$ cat src/rtl/hex_panel_pkg.sv
// Shared constants for the hex counter panel: key indices, the active-low
// 7-segment font (bit order {g,f,e,d,c,b,a}) and the digit decoder.
package hex_panel_pkg;

    localparam int NUM_KEYS  = 4;
    localparam int KEY_INC   = 0;
    localparam int KEY_DEC   = 1;
    localparam int KEY_LOAD  = 2;
    localparam int KEY_CLR   = 3;

    localparam int COUNT_W   = 16;
    localparam int SEG_W     = 7;
    localparam int REPEAT_W  = 25;

    // Segment patterns, 0 = lit.
    localparam logic [SEG_W-1:0] SEG_FONT [16] = '{
        7'h40, 7'h79, 7'h24, 7'h30,   // 0 1 2 3
        7'h19, 7'h12, 7'h02, 7'h78,   // 4 5 6 7
        7'h00, 7'h10, 7'h08, 7'h03,   // 8 9 A b
        7'h46, 7'h21, 7'h06, 7'h0E    // C d E F
    };

    localparam logic [SEG_W-1:0] SEG_ZERO = 7'b1000000;

    function automatic logic [SEG_W-1:0] hex_to_seg(input logic [3:0] digit);
        return SEG_FONT[digit];
    endfunction

endpackage

$ cat src/rtl/key_pulse.sv
// Single-key press detector: normalizes polarity, registers the level once,
// keeps a one-sample history and emits a one-cycle pulse on each
// released->pressed edge. The first sample after reset only loads history,
// so a key held through reset never produces an action.
// With AUTOREPEAT_EN defined and REPEAT_EN set, a held key additionally
// pulses after HOLD_CYCLES and then every REPEAT_CYCLES until release.
module key_pulse
    import hex_panel_pkg::*;
#(
    parameter bit ACTIVE_LOW    = 1'b1
`ifdef AUTOREPEAT_EN
  , parameter bit REPEAT_EN     = 1'b0
  , parameter int HOLD_CYCLES   = 25000000
  , parameter int REPEAT_CYCLES = 5000000
`endif
) (
    input  logic clk,
    input  logic rst,
    input  logic key,
    output logic pulse
);

    logic level;
    logic level_q;
    logic hist_q;
    logic primed_q;
    logic edge_pulse;

    assign level = ACTIVE_LOW ? ~key : key;

    // Register the level; the first post-reset sample seeds history directly.
    // NOTE: sequential state uses non-blocking assignments so every register
    // samples the pre-edge value of its neighbours, independent of statement order.
    always_ff @(posedge clk or posedge rst) begin
        if (rst) begin
            level_q  <= 1'b0;
            hist_q   <= 1'b0;
            primed_q <= 1'b0;
        end else begin
            level_q  <= level;
            hist_q   <= primed_q ? level_q : level;
            primed_q <= 1'b1;
        end
    end

    assign edge_pulse = level_q & ~hist_q;

`ifdef AUTOREPEAT_EN
    if (REPEAT_EN) begin : g_repeat
        localparam logic [REPEAT_W-1:0] HOLD_LAST   = REPEAT_W'(HOLD_CYCLES - 1);
        localparam logic [REPEAT_W-1:0] REPEAT_LAST = REPEAT_W'(REPEAT_CYCLES - 1);

        logic [REPEAT_W-1:0] hold_cnt;
        logic                repeating;
        logic                held;
        logic                rep_pulse;

        assign held      = level_q & hist_q;
        assign rep_pulse = held & (repeating ? (hold_cnt == REPEAT_LAST)
                                             : (hold_cnt == HOLD_LAST));

        // Count held cycles; restart after every repeat pulse, clear on release.
        always_ff @(posedge clk or posedge rst) begin
            if (rst) begin
                hold_cnt  <= '0;
                repeating <= 1'b0;
            end else if (!held) begin
                hold_cnt  <= '0;
                repeating <= 1'b0;
            end else if (rep_pulse) begin
                hold_cnt  <= '0;
                repeating <= 1'b1;
            end else begin
                hold_cnt  <= hold_cnt + 1'b1;
            end
        end

        assign pulse = edge_pulse | rep_pulse;
    end else begin : g_no_repeat
        assign pulse = edge_pulse;
    end
`else
    assign pulse = edge_pulse;
`endif

endmodule

$ cat src/rtl/hex_counter_panel.sv
// 16-bit up/down counter driven by the virtual panel's keys and switches,
// shown in hex on four active-low 7-segment digits.
// KEY0 inc, KEY1 dec, KEY2 load {6'b0,SW}, KEY3 clear; step = SW[3:0] (0 -> 1).
// Optional build macro AUTOREPEAT_EN enables hold-to-repeat on KEY0/KEY1.
module hex_counter_panel
    import hex_panel_pkg::*;
#(
    parameter bit KEY_ACTIVE_LOW = 1'b1,
    parameter int HOLD_CYCLES    = 25000000,
    parameter int REPEAT_CYCLES  = 5000000
) (
    input  logic             i_CLK,
    input  logic             i_RST,
    input  logic [9:0]       i_SW,
    input  logic [3:0]       i_KEY,
    output logic [SEG_W-1:0] o_HEX3,
    output logic [SEG_W-1:0] o_HEX2,
    output logic [SEG_W-1:0] o_HEX1,
    output logic [SEG_W-1:0] o_HEX0
);

    if (HOLD_CYCLES < 1 || REPEAT_CYCLES < 1 ||
        HOLD_CYCLES >= (1 << REPEAT_W) || REPEAT_CYCLES >= (1 << REPEAT_W)) begin : g_bad_param
        $error("hex_counter_panel: HOLD_CYCLES/REPEAT_CYCLES must fit in 1..2^25-1");
    end

    logic [NUM_KEYS-1:0] pulse;
    logic [COUNT_W-1:0]  count;
    logic [COUNT_W-1:0]  count_next;
    logic [COUNT_W-1:0]  step;

    for (genvar k = 0; k < NUM_KEYS; k++) begin : g_key
        key_pulse #(
            .ACTIVE_LOW    (KEY_ACTIVE_LOW)
`ifdef AUTOREPEAT_EN
          , .REPEAT_EN     (k == KEY_INC || k == KEY_DEC)
          , .HOLD_CYCLES   (HOLD_CYCLES)
          , .REPEAT_CYCLES (REPEAT_CYCLES)
`endif
        ) u_key_pulse (
            .clk   (i_CLK),
            .rst   (i_RST),
            .key   (i_KEY[k]),
            .pulse (pulse[k])
        );
    end

    assign step = {12'b0, (i_SW[3:0] == 4'd0) ? 4'd1 : i_SW[3:0]};

    // Priority mux: clear > load > inc/dec; inc and dec together cancel.
    // NOTE: count_next is assigned a default first so no path leaves it
    // unassigned, which would otherwise infer a latch.
    always_comb begin
        count_next = count;
        if (pulse[KEY_CLR]) begin
            count_next = '0;
        end else if (pulse[KEY_LOAD]) begin
            count_next = {6'b0, i_SW};
        end else if (pulse[KEY_INC] && !pulse[KEY_DEC]) begin
            count_next = count + step;
        end else if (pulse[KEY_DEC] && !pulse[KEY_INC]) begin
            count_next = count - step;
        end
    end

    // Counter register, wraps modulo 2^16.
    always_ff @(posedge i_CLK or posedge i_RST) begin
        if (i_RST) begin
            count <= '0;
        end else begin
            count <= count_next;
        end
    end

    // Registered digit decoders, one cycle behind the counter.
    always_ff @(posedge i_CLK or posedge i_RST) begin
        if (i_RST) begin
            o_HEX3 <= SEG_ZERO;
            o_HEX2 <= SEG_ZERO;
            o_HEX1 <= SEG_ZERO;
            o_HEX0 <= SEG_ZERO;
        end else begin
            o_HEX3 <= hex_to_seg(count[15:12]);
            o_HEX2 <= hex_to_seg(count[11:8]);
            o_HEX1 <= hex_to_seg(count[7:4]);
            o_HEX0 <= hex_to_seg(count[3:0]);
        end
    end

endmodule
$ cat config.mk
export PLATFORM = sky130hd
export DESIGN_NAME = hex_counter_panel
export DESIGN_NICKNAME = d
export VERILOG_FILES = /design/src/rtl/hex_panel_pkg.sv /design/src/rtl/key_pulse.sv /design/src/rtl/hex_counter_panel.sv
export SDC_FILE = /design/constraint.sdc
export NUM_CORES = 1
export LEC_CHECK = 0
export CAP_MARGIN = 20
export CORE_UTILIZATION = 50
export CTS_CLUSTER_SIZE = 25
export DETAILED_ROUTE_END_ITERATION = 12
export PLACE_DENSITY = 0.75
export SYNTH_ARGS = -nofsm -noshare
export SYNTH_HDL_FRONTEND = slang
export SYNTH_SLANG_ARGS = --single-unit
$ cat constraint.sdc
create_clock -name i_CLK -period 3.3 [get_ports i_CLK]
set_input_delay 0.495 -clock i_CLK [delete_from_list [all_inputs] [get_ports i_CLK]]
set_output_delay 0.495 -clock i_CLK [all_outputs]
set_load 0.05 [all_outputs]
After elaboration in Yosys (flattened, before gate mapping). Memories as Yosys holds them, arrays and structs flattened. A register that Yosys moved wholly into a read port is not among the register bits. Index checks and enable logic that the tools add are counted.

Flip-flop bits (word level): 25. Memory bits (read-only): 448. Input port bits: 16. Output and inout port bits: 28. Logic and storage cells: 47. Memories kept: 4.

Memory list: (name not given) (words 16, width 7, read ports 1, clocked after memory_dff 1, write ports 0, RTL line hex_panel_pkg.sv:26) `return SEG_FONT[digit];`; (name not given) (words 16, width 7, read ports 1, clocked after memory_dff 1, write ports 0, RTL line hex_panel_pkg.sv:26); (name not given) (words 16, width 7, read ports 1, clocked after memory_dff 1, write ports 0, RTL line hex_panel_pkg.sv:26); (name not given) (words 16, width 7, read ports 1, clocked after memory_dff 1, write ports 0, RTL line hex_panel_pkg.sv:26).

Add/subtract/negate cells: 2. Multiplexer cells: 9. Bitwise operators: 16. Reduce and logical (&&, ||, !) cells: 6.

Operators by type and width (number): 2-to-1 mux 16 bit (4); NOT 4 -> 5 bit (4); adder 16 x 4 -> 16 bit (1); subtractor 16 x 4 -> 16 bit (1); NOT 1 bit (8); bitwise AND 1 bit (4); zero test 4 bit (1); 2-to-1 mux 1 bit (4); 2-to-1 mux 4 bit (1); nonzero test 4 bit (1); logical AND 1 bit (2); zero test 1 bit (2).

Logic depth before layout (Yosys ltp). Gate-level depths: netlist (run 1).

Word-level depth: 8. Mapped depth: 14. Gate-level depth less buffers: 14.

Hierarchy. From an unflattened synthesis (run 1), not the netlist that was laid out.

Cell total of the unflattened synthesis: 469. Area, all modules: 4191.5 µm².

Modules (own cells, without submodules): hex_counter_panel (times used 1, cells an instance 433, area an instance 3756.1 µm², sequential area each 1106.1 µm²); key_pulse (times used 4, cells an instance 9, area an instance 108.9 µm², sequential area each 75.1 µm²).

Least setup slack after synthesis (run 1). Ideal clock, no wire load.

Path type: input to register. From: input port i_SW[2]. To: register count[15]. Setup time: 0.128 ns. Arrival: 3.100 ns. Data required time: 3.172 ns. Slack: 0.072 ns. Stages on the path: 13. Buffers on the path: 0. Cell sequence: nor3_1 > or2_2 > nor3_1 > ha_1 > mux2_2 > ha_1 > o21ai_0 > o21bai_1 > o211a_4 > o2111ai_1 > a31oi_1 > mux2i_1 > mux2_1.

Word-level cells in the longest chain between the ends: 7. Elaborated cells between the ends (all ways): 8. Those cells by class: add/sub: 2; mux: 5; reduce/logical: 1.

Ends and longest elaborated chain: start: declaration (RTL line hex_counter_panel.sv:14) `input logic [9:0] i_SW,`; zero test 4 bit (RTL line hex_counter_panel.sv:48) `assign step = {12'b0, (i_SW[3:0] == 4'd0) ? 4'd1 : i_SW[3:0]};`; 2-to-1 mux 4 bit (*) (RTL line hex_counter_panel.sv:48); subtractor 16 x 4 -> 16 bit (RTL line hex_counter_panel.sv:62) `count_next = count - step;`; 2-to-1 mux 16 bit (RTL line hex_counter_panel.sv:61) `end else if (pulse[KEY_DEC] && !pulse[KEY_INC]) begin`; 2-to-1 mux 16 bit (*) (RTL line hex_counter_panel.sv:59) `end else if (pulse[KEY_INC] && !pulse[KEY_DEC]) begin`; 2-to-1 mux 16 bit (*) (RTL line hex_counter_panel.sv:57) `end else if (pulse[KEY_LOAD]) begin`; 2-to-1 mux 16 bit (*) (RTL line hex_counter_panel.sv:55) `if (pulse[KEY_CLR]) begin`; end signal: assignment (RTL line hex_counter_panel.sv:71) `count <= count_next;`; end: declaration (RTL line hex_counter_panel.sv:28) `logic [COUNT_W-1:0] count;`.

Mark *: on every way between the ends. The rest lies on a longest branch, timed or not. The select of a mux whose other input is x is not followed. A chain may end at the register's enable or synchronous reset.

Final worst setup path (run 1).
From: input port i_SW[0]. To: register count[12].

The elaborated chain is that of the path after synthesis.

==> impl_results.md, run 1 <==
* Status: finished, final reports clean
* DR pass1 iterations at 5
* Power per cell area at 876.9 mW/mm2
* Row cnt at 31
* GR Overflow Total at 0
* WL/cell at 15.75 um
* RSZ-0062 raised after global routing: false
* Final Max Slew Viols at 0
* Vias per cell at 5.753
* Sw power at 1.979 mW
* Worst EP arrival at 3.30 ns
* Worst-Skew Late Latency at 0.31 ns
* Die Span Y at 89.57 um
* P_int at 2.112 mW
* Hold Path Class: in -> async
* Post-DRT Antenna Nets at 0
* Part of the power in registers at 0.282
* Clock sinks at 53
* Die area at 0.008022 mm2
* Largest net degree at the start of global routing at 35
* LEAKAGE at 2.065 nW
* Final period utilization at 0.9395
* Synth Warn # at 0
* GP Congestion at 0.9481
* Syn_nets at 464
* Max transition margin at 0.5108
* Clock period minus worst slack at 3.100 ns
* Setup Viol. Count Final at 0
* Largest family of logic cells by synthesized area: compound AO/OA/AOI/OAI gates
* Post-synth EDFFs at 0
* FFs w/ async S/R, synth at 1.000
* Yosys cell types at 68
* Synth Area in Simple Gates at 0.1488
* H-tree levels at 2
* Combinational power share at 0.627
* CTS tree: done
* Num CTS Buffers at 5
* Core area at 0.007331 mm2
* Xor and xnor area share after synthesis at 0.02285
* Total Power at 4.091 mW
* Effective utilization at floorplan at 0.5230
* Layout cells sized above 1 at 0.1863
* PortBufs at 43
* I/O pins at 44
* DP HPWL at 6.348 mm
* Worst Path Max Fanout at 4
* Setup crit start kind: input port
* Gate Count Post-Synth at 410
* Max Clock Freq at 322.5 MHz
* FF+latch count, synth at 53
* Clk network pwr share at 0.091
* Final hold slack at 0.4852 ns
* Multiplexer share of the synthesized area at 0.08127
* Die Width at 89.57 um
* Switching Fraction at 0.4838
* Sequential area share after synthesis at 0.3473
* Final hold violation count at 0
* Synthesis-to-layout area growth at 21.70%
* Vias at 3256
* Nets at 520
* Top_reg_cell synth: dfrtp_1
* Drt initial violations at 238
* VDD IR max at 0.4454 mV
* WP data required at 3.50 ns
* Clock slew at the register clock pins of the worst setup and hold paths at 0.10 ns
* Syn avg cell area at 9.350 um2
* Worst-Margin Slew at 0.7338 ns
* FF-to-FF path depth at 11
* First-pass GRT wire length at 14.68 mm
* Post-Synth Adder-Cell Area at 0.1315
* Antenna Cells at 0
* Clock tree buffer depth at 2
* Final Skew at 0.006656 ns
* Maxcap violations at 0
* Setup crit end kind: flop
* Drt total wl at 8.915 mm
* Synthesized area at 0.003834 mm2
* Worst setup path class: in -> reg
* Initial antenna violation count at 0
* Vias in the first global route at 3032
* GRT Util Overall at 0.2397
* Clk root buf: clkbuf_8
* Compound-Gate Fraction of Synth Area at 0.2004
* Residual DRC at 0
==> cell usage after synthesis (7+ instances only) <==
cell / instances / area share
a21oi_1: 20 / 0.026
clkbuf_1: 17 / 0.017
o21ai_0: 17 / 0.022
nor2b_1: 7 / 0.011
nor3_1: 13 / 0.017
mux2_2: 7 / 0.021
ha_1: 37 / 0.12
nand2_1: 31 / 0.030
dfrtp_1: 49 / 0.32
xnor2_1: 7 / 0.016
inv_1: 30 / 0.029
mux2i_1: 12 / 0.031
nor2_1: 40 / 0.039
a211oi_1: 8 / 0.016
==> cells by family after synthesis <==
family | Yosys count
xor+xnor | 10
flops | 53
mux | 25
fa+ha+maj | 40
simple gates | 118
other cells | 1
compound gates | 106
buf+inv | 57
==> cells in the final DEF (no fill, tap or decap), drive strengths merged, types with 4 or more instances in the layout <==
cell,n
a211oi,8
a21oi,20
a22o,6
a31oi,6
buf,33
clkbuf,9
clkdlybuf4s50,39
dfrtp,49
dfstp,4
ha,37
inv,30
mux2,9
mux2i,12
mux4,4
nand2,31
nand2b,6
nor2,41
nor2b,7
nor3,13
o211ai,5
o21a,5
o21ai,18
o22ai,5
or3,4
xnor2,7
==> what timing repair did <==
item	4_1_cts	5_1_grt
endpoints found under the setup margin	11	8
gates resized for setup	15	13
pin swaps	9	10
hold buffers	0	0
setup buffers	1	1
endpoints found under the hold margin	0	0
==> power by group through the flow <==
stage	clock [mW]	combinational, mW	sequential, mW
2_1_floorplan	0	1.37	1.56
3_3_place_gp	0	2.44	1.16
3_5_place_dp	0	2.48	1.16
4_1_cts	0.386	2.52	1.15
5_1_grt	0.411	2.78	1.20
6_report	0.373	2.56	1.15
==> final timing paths <==
path,startpoint,endpoint,slack (ns)
max,i_SW[0],count[12],0.20
max in group asynchronous,i_RST,o_HEX3[6],1.98
min,i_RST,o_HEX2[1],0.49
max reg2reg,g_key[0].u_key_pulse.hist_q,count[15],0.23
min in group i_CLK,g_key[0].u_key_pulse.level_q,g_key[0].u_key_pulse.hist_q,0.51
min reg2reg,g_key[0].u_key_pulse.level_q,g_key[0].u_key_pulse.hist_q,0.51
==> flip-flops by register name, summed over array words and instances (netlist names) <==
| register | flops |
|---|---|
| g_key.u_key_pulse.hist_q | 4 |
| o_HEX2 | 7 |
| o_HEX0 | 7 |
| g_key.u_key_pulse.level_q | 4 |
| g_key.u_key_pulse.primed_q | 1 |
| o_HEX1 | 7 |
| count | 16 |
| o_HEX3 | 7 |
==> worst max-delay path, cell delays in order <==
cell	delay (ns)
dlygate4sd2_1	0.25
or2_4	0.24
nor3_2	0.10
ha_1	0.24
mux2_4	0.31
ha_4	0.22
a21oi_2	0.15
buf_6	0.13
a31oi_2	0.10
buf_4	0.16
o211ai_1	0.22
nand3_1	0.14
nand3_1	0.12
nand3_2	0.10
mux2_4	0.32
==> cell type report <==
type | count | area (um2)
clock inverter | 2 | 15.01
tap | 99 | 123.9
clock buffer | 6 | 72.57
sequential | 53 | 1331
inverter | 30 | 112.6
timing repair buffer | 76 | 678.2
multi-input combinational | 300 | 2332
fill | 600 | 2665
==> routing by layer <==
metal  track usage  part of all wire  routed length (um)
met5             0                 0                   0
met4       0.07359             0.016                 144
met3       0.03416             0.044                 388
met2        0.3967              0.47                4230
met1        0.3243              0.47                4151
==> per-stage QoR <==
stage | setup WS [ns] | instance area, um2 | cells | setup TNS (ns) | utilization
after floorplan | 0.07200 | 3834 | 410 | 0 | -
after global placement | -0.5564 | 4489 | 556 | -4.412 | 0.6124
after detailed placement | -0.7087 | 4489 | 556 | -5.438 | 0.6124
after CTS | 0.07588 | 4632 | 565 | 0 | 0.6318
after global routing | 0.01343 | 4666 | 566 | 0 | 0.6365
final | 0.1996 | 4666 | 566 | 0 | 0.6365
(Power assumes the default switching activity.)
==> inputs of run 2 (changes only) <==
Settings changed: CAP_MARGIN 20 to default.
==> results of run 2 <==
No change in the layout: final DEF, timing and power equal those of run 1.
==> inputs of run 3 (changes only) <==
Settings changed: CTS_BUF_LIST from default to sky130_fd_sc_hd__clkbuf_4 sky130_fd_sc_hd__clkbuf_8, PLACE_DENSITY 0.75 to 0.72.
Clock period 3.3 ns to 3.6 ns, I/O delays scaled along.
==> impl_results.md, run 3 (same netlist as run 1, synthesis figures left out) <==
* Status: finished, final reports clean (unchanged)
* DP HPWL at 6.011 mm (was 6.348 mm)
* I/O pins at 44 (unchanged)
* Final hold slack at 0.5093 ns (was 0.4852 ns)
* Most frequent cells in the layout: 49 x dfrtp_1, 40 x nor2_1, 39 x clkdlybuf4s50_1 (unchanged)
* Final period utilization at 0.9103
* Vias per cell at 5.754 (was 5.753)
* Drt initial violations at 290 (was 238)
* Setup crit end kind: flop (unchanged)
* Crit-path most repeated cell: buf_4
* Fillers at 608 (was 600)
* RSZ-0062 raised after global routing: false (unchanged)
* Total Power at 3.770 mW (was 4.091 mW)
* Nets at 511 (was 520)
* Non-filler cells in the finished layout at 557 (was 566)
* Final Skew at 0.008334 ns (was 0.006656 ns)
* LEAKAGE at 2.066 nW (was 2.065 nW)
* Power per cell area at 808.8 mW/mm2 (was 876.9 mW/mm2)
* Residual DRC at 0 (unchanged)
* GRT Util Overall at 0.2317 (was 0.2397)
* Row cnt at 31 (unchanged)
* Slowest cell delay on critical path at 0.34 ns (was 0.32 ns)
* Final hold violation count at 0 (unchanged)
* Clock slew at the register clock pins of the worst setup and hold paths at 0.09 ns (was 0.10 ns)
* Max Clock Freq at 305.2 MHz
* CP cell instances: dlymetal6s2s_1, nor3_1, or2_4, buf_4, inv_1, ha_1, mux2_2, inv_1, fa_2, nand3b_1, a31oi_2, buf_4, o211ai_1, buf_4, nand4_1, nand3_2, mux2_4 (was dlygate4sd2_1, or2_4, nor3_2, ha_1, mux2_4, ha_4, a21oi_2, buf_6, a31oi_2, buf_4, o211ai_1, nand3_1, nand3_1, nand3_2, mux2_4)
* Setup crit start kind: input port (unchanged)
* WP buf/inv at 6 (was 3)
* CTS tree: done (unchanged)
* GP Congestion at 0.9205 (was 0.9481)
* Worst-Skew Late Latency at 0.31 ns (about the same)
* Clock period minus worst slack at 3.277 ns
* Die Width at 89.57 um (unchanged)
* Clock tree buffer depth at 2 (unchanged)
* Die Span Y at 89.57 um (unchanged)
* Cell family with most CP delay: simple AND/OR/NAND/NOR gates (unchanged)
* Core area at 0.007331 mm2 (unchanged)
* WL/cell at 15.55 um (was 15.75 um)
* Worst setup path class: in -> reg (unchanged)
* Clock sinks at 53 (unchanged)
* Hold Path Origin: g_key[3].u_key_pulse.level_q
* Effective utilization at floorplan at 0.5230 (unchanged)
* Maxcap violations at 0 (unchanged)
* H-tree levels at 2 (unchanged)
* CTS hold repair buffers at 0 (unchanged)
* Commonest non-fill, non-tap cell in the layout: dfrtp_1 (unchanged)
* Drt total wl at 8.663 mm (was 8.915 mm)
* Synthesis-to-layout area growth at 21.57% (was 21.70%)
* Hold path depth at 1
* Setup TNS at 0 ns (unchanged)
* R2r startpoint: g_key[0].u_key_pulse.hist_q (unchanged)
* Hold Path Class: reg -> reg (was in -> async)
* Initial antenna violation count at 0 (unchanged)
* Final Max Slew Viols at 0 (unchanged)
* Setup Viol. Count Final at 0 (unchanged)
* Slowest cell on crit path: fa_2 (was mux2_4)
* Final instance area at 0.004661 mm2 (was 0.004666 mm2)
* GR Overflow Total at 0 (unchanged)
* Worst reg2reg endpoint: count[12] (was count[15])
* Worst EP arrival at 3.48 ns (was 3.30 ns)
* Layout cells sized above 1 at 0.1681 (was 0.1863)
* Max transition margin at 0.2814 (was 0.5108)
* VDD IR max at 0.3465 mV (was 0.4454 mV)
* R2R Setup Slk at 0.38 ns (was 0.23 ns)
* Antenna Cells at 0 (unchanged)
* Clk root buf: clkbuf_8 (unchanged)
* Worst-Margin Slew at 1.076 ns (was 0.7338 ns)
* Worst Path Max Fanout at 4 (unchanged)
* PortBufs at 43 (unchanged)
* Top reg by flops: count (unchanged)
* WP data required at 3.81 ns (was 3.50 ns)
* Dpl cell area at 0.004414 mm2 (was 0.004489 mm2)
* Num CTS Buffers at 5 (unchanged)
* Cell count after placement at 546 (was 556)
* Vias at 3205 (was 3256)
* First-pass GRT wire length at 14.35 mm (was 14.68 mm)
* FF-to-FF path depth at 13 (was 11)
* Largest net degree at the start of global routing at 54 (was 35)
* DR pass1 iterations at 4 (was 5)
* Post-DRT Antenna Nets at 0 (unchanged)
* Max reg flops at 16 (unchanged)
* Vias in the first global route at 3043 (was 3032)
* WHS Endpoint: g_key[3].u_key_pulse.hist_q
* Die area at 0.008022 mm2 (unchanged)
==> run 3: changes by cell type in the layout (fill, tap and decap cells not counted), sizes merged <==
| cell | change |
|---|---|
| buf | -9 |
| dlymetal6s2s | +4 |
| clkinvlp | -2 |
| clkbuf | -1 |
| dlygate4sd2 | -1 |
==> run 3: timing repair <==
action	4_1_cts	5_1_grt
setup endpoints to repair	2	10
pin swaps	3	14
resized for setup	2	22
buffers inserted	0	3
==> run 3: worst max path at each step <==
stage,startpoint,end,cells past startpoint
after floorplan,i_SW[2],count[15],13
after global placement,i_SW[2],count[15],15
after detailed placement,i_SW[2],count[15],15
after CTS,i_SW[2],count[15],15
after global routing,g_key[0].u_key_pulse.level_q,count[15],12
final,i_SW[2],count[12],17
==> run 3: stage by stage <==
stage               worst slack, ns    util
global route                 0.1463  0.6358
CTS                        0.004525  0.6168
floorplan                    0.3270       -
global placement            -0.3064  0.6022
detailed placement          -0.3878  0.6022
finish                       0.3230  0.6358
==> run 3: where the power goes <==
| group | switching (mW) | internal (mW) |
|---|---|---|
| sequential | 0.261 | 0.813 |
| clock | 0.192 | 0.172 |
| combinational | 1.35 | 0.984 |
| total | 1.80 | 1.97 |
==> run 3: area by class of cell <==
class,count,area (um2),share of cell area
multi-input cells,300,2362,0.5068
repair buffers,67,633.1,0.1358
well taps,99,123.9,0.02658
clock buffers,8,97.59,0.02094
flip-flops and latches,53,1331,0.2856
inverters,30,112.6,0.02416
==> run 3: per-layer routing <==
| layer | vias to the layer above | global-route usage | wire length [um] |
|---|---|---|---|
| li1 | 1557 | - | - |
| met5 | - | 0 | 0 |
| met4 | 0 | 0.07504 | 155 |
| met2 | 88 | 0.3815 | 4142 |
| met1 | 1543 | 0.3149 | 4027 |
| met3 | 17 | 0.03047 | 338 |
